File: src/rtl/fetch_stage.sv
// IF stage and IF/ID register: holds PCF, drives imem, delivers InstrD/PCD/PCPlus4D/ValidD.
// Latency: instruction fetched at PCF in cycle N appears in InstrD in cycle N+1.
// Backpressure: StallF/StallD hold state, imem_rvalid=0 holds PCF and inserts a bubble.
module fetch_stage #(
  parameter logic [31:0] RESET_VECTOR = 32'h0000_0000,
  parameter logic [31:0] NOP_INSTR    = 32'h0000_0013
) (
  input  logic        clk,
  input  logic        rst,
  input  logic        StallF,
  input  logic        StallD,
  input  logic        FlushD,
  input  logic        PCSrcE,
  input  logic [31:0] PCTargetE,
  input  logic [31:0] imem_rdata,
  input  logic        imem_rvalid,
  output logic [31:0] imem_addr,
  output logic        imem_req,
  output logic [31:0] PCF,
  output logic [31:0] InstrD,
  output logic [31:0] PCD,
  output logic [31:0] PCPlus4D,
  output logic        ValidD
);

  logic [31:0] pcPlus4F;
  logic [31:0] redirectPc;

  // Sequential PC increment wraps naturally at 2^32; redirect targets are word aligned.
  assign pcPlus4F   = PCF + 32'd4;
  assign redirectPc = {PCTargetE[31:2], 2'b00};

  // Fetch request is live in every cycle outside reset; address is the current PC.
  assign imem_req  = ~rst;
  assign imem_addr = PCF;

  // PC register: redirect beats stall, stall beats memory wait, else advance.
  always_ff @(posedge clk or posedge rst) begin
    if (rst) begin
      PCF <= RESET_VECTOR;
    end else if (PCSrcE) begin
      PCF <= redirectPc;
    end else if (StallF || !imem_rvalid) begin
      PCF <= PCF;
    end else begin
      PCF <= pcPlus4F;
    end
  end

  // IF/ID register: flush (or wrong-path squash) beats stall, stall beats a memory-wait bubble.
  always_ff @(posedge clk or posedge rst) begin
    if (rst) begin
      InstrD   <= NOP_INSTR;
      PCD      <= 32'd0;
      PCPlus4D <= 32'd0;
      ValidD   <= 1'b0;
    end else if (FlushD || PCSrcE) begin
      InstrD <= NOP_INSTR;
      ValidD <= 1'b0;
    end else if (StallD) begin
      InstrD <= InstrD;
      ValidD <= ValidD;
    end else if (!imem_rvalid) begin
      InstrD <= NOP_INSTR;
      ValidD <= 1'b0;
    end else begin
      InstrD   <= imem_rdata;
      PCD      <= PCF;
      PCPlus4D <= pcPlus4F;
      ValidD   <= 1'b1;
    end
  end

endmodule

File: config.mk
export PLATFORM = sky130hd
export DESIGN_NAME = fetch_stage
export DESIGN_NICKNAME = d
export VERILOG_FILES = /design/src/rtl/fetch_stage.sv
export SDC_FILE = /design/constraint.sdc
export NUM_CORES = 1
export LEC_CHECK = 0
export CORE_MARGIN = 2
export CORE_UTILIZATION = 40
export CTS_BUF_LIST = sky130_fd_sc_hd__clkbuf_16
export DETAILED_ROUTE_END_ITERATION = 6
export PLACE_DENSITY = 0.82
export SETUP_SLACK_MARGIN = 0.02
export SYNTH_ARGS = -nofsm -noshare
export SYNTH_HDL_FRONTEND = slang
export SYNTH_SLANG_ARGS = --single-unit
File: constraint.sdc
create_clock -name clk -period 4.16 [get_ports clk]
set_input_delay 0.832 -clock clk [delete_from_list [all_inputs] [get_ports clk]]
set_output_delay 0.832 -clock clk [all_outputs]
set_load 0.005 [all_outputs]
==> metrics.txt <==
CTS sink count 123; Core Footprint 14,500 sq um; placed cells 956; H-tree depth 4; first-pass GRT wire length 28.0 mm; Pleak 0.00353 uW; top_reg_cell synth dfrtp_1; initial antenna violation count 0; PwrDens 431 nW/um^2; setup tns final 0 ps; initial core utilization 0.409; measured slew at the worst slew-check pin 1080 ps; Clk pin slew, worst setup/hold paths 60 ps; Die Ht approximately 130 microns; die width approximately 130 microns; Fin Clk Skew 9.23 ps; PnR worst setup slack 1450 ps; Critical Path AT just over 3000 ps; Area Overhead vs Synth 43.8%; period utilisation layout 0.652; Rel. slew slack 0.282; r2r setup slk 1450 ps; detailed placer's ending HPWL about 12 mm; ant diodes 0; Crit Reg-Reg Endpoint PCF[20]; endpoint class of the critical path flop; drt total wl ~17 mm; Clk Latency, worst-skew pair 410 ps; Nets approximately 860; IO buf count ~220; vias per cell 5.35; run status finished, final reports clean; RSZ-0062 raised after global routing no; Iter 0 DRT Violations 340; wire per inst 17.6 microns; Root Buffer clkbuf_16; kind of critical path reg -> reg; Synth Instances about 630; VDD IR max 243 uV; Hold Crit Depth 2; Worst setup SP type flop; Cell Area, Synth 5950 sq um; Worst Hold Launch PCD[28]; CTS Buf Count 17; Post-Route Utilization 0.589; Post-CTS Setup Repair Bufs 0; share of cells above drive strength 1 0.0585; via count 5,287; most frequent cells in the layout clkdlybuf4s50_1 (222), nand2_1 (143), dfrtp_1 (120); Post-Syn Area per Cell 9.47 sq um; minimum clock period 2710 ps; Final setup viols 0; num rows 44; Global Route Usage Sum 0.222; # IOs 233; Final Hold Vio Count 0; vias in the first global route 5,040; post-synthesis async set-or-reset flop share 1.00; ANT nets after route 0; cts-stage hold buffer count 0; hold endpoint PCD[28]; #FFs+latches synth 123; total gr overflow 0; most common cell after layout, fill and taps aside clkdlybuf4s50_1; Tot Pwr 3690 uW; library cells used by synthesis 48; Final GP Congestion 0.775; dpl ws 1110 ps; drc violations 0; r2r worst-path depth 5; Hold WC Path Type reg -> reg; post-cts resize count 0; sequential area share after synthesis 0.518; Max Cap Viol 0; DIE AREA around 16,000 sq um; non-filler cells in the finished layout 988; FF-to-FF Start PCF[2]; CTS tree built; synth warn 0; Max FO, Critical Path 21; CTS Buffer Depth 2; Post-synth EDFFs 0; largest net degree at the start of global routing 65; Pre-Repair DR Iteration Count 5; Max Slew Vio Count 0; Achievable Freq 0.369 GHz; Critical Path RT 4480 ps
-- state kept, by name, summed over array words and instances (netlist names) --
register and cells:
PCF 30, InstrD 32, ValidD 1, PCD 30, PCPlus4D 30
-- routing by layer --
layer	share of wire	wire [microns]	global-route usage	vias up
li1	-	-	-	2480
met1	0.43	7440	0.294	2559
met2	0.48	8310	0.357	227
met3	0.076	1330	0.0582	21
met4	0.017	301	0.0763	0
met5	0	0	0	-
-- critical path: stages, from the launching register on --
cell and delay [ps]:
dfrtp_1 550, ha_1 300, nand3_2 270, or3_1 730, or4_1 580, a31oi_1 190
-- how the worst max path moves through the flow --
stage,startpoint,endpoint,slack (ps),cells after the start
2_1_floorplan,rst,imem_req,980,1
3_3_place_gp,imem_rvalid,PCF[26],1120,5
3_5_place_dp,imem_rvalid,PCF[30],1110,5
4_1_cts,PCF[2],PCF[20],1450,5
5_1_grt,PCF[2],PCF[20],1270,5
6_report,PCF[2],PCF[20],1450,5
-- power breakdown --
group	switching [uW]	leakage, uW	internal, uW
clock	529	0.000290	929
sequential	154	0.00154	1350
combinational	269	0.00170	457
total	953	0.00353	2740
-- cells in the mapped netlist (7+ instances only) --
master / count / area (sq um)
xnor2_1: 15 / 131
dfrtp_1: 120 / 3000
nand3_1: 10 / 50.1
buf_4: 38 / 285
or4_1: 27 / 203
nor2_1: 33 / 124
nand2_1: 143 / 537
a22o_1: 29 / 254
xor2_1: 9 / 78.8
o31ai_1: 15 / 113
or3_1: 12 / 75.1
nor3_1: 7 / 35.0
nand4_1: 9 / 56.3
buf_2: 12 / 60.1
o21ai_0: 31 / 155
a31oi_1: 25 / 156
clkbuf_1: 36 / 135
-- area by class of cell --
cell class | count | area (sq um)
multi-input combinational | 418 | 2370
sequential | 123 | 3080
timing repair buffer | 229 | 2270
fill | 1231 | 5980
inverter | 2 | 11.3
clock inverter | 15 | 160
clock buffer | 17 | 425
tap | 184 | 230
-- per-stage QoR --
step / cell area (sq um) / hold slack, ps
global route: 8560 / 491
finish: 8560 / 475
detailed placement: 7970 / 462
floorplan: 5980 / 470
CTS: 8560 / 477
global placement: 7970 / 458
-- logic make-up (layout without fill, tap and decap cells) --
logic type | after synthesis | after routing | share of synthesized area
AOI/OAI and AO/OA | 117 | 117 | 0.135
xor gates and xnor gates | 24 | 24 | 0.0353
adders and majority gates | 1 | 1 | 0.00210
buffers and inverters | 94 | 263 | 0.0886
DFF | 123 | 123 | 0.518
muxes | 1 | 1 | 0.00168
other | 1 | 8 | 0.000630
and+or+nand+nor | 267 | 267 | 0.219
Power figures use the tool's default switching activity.
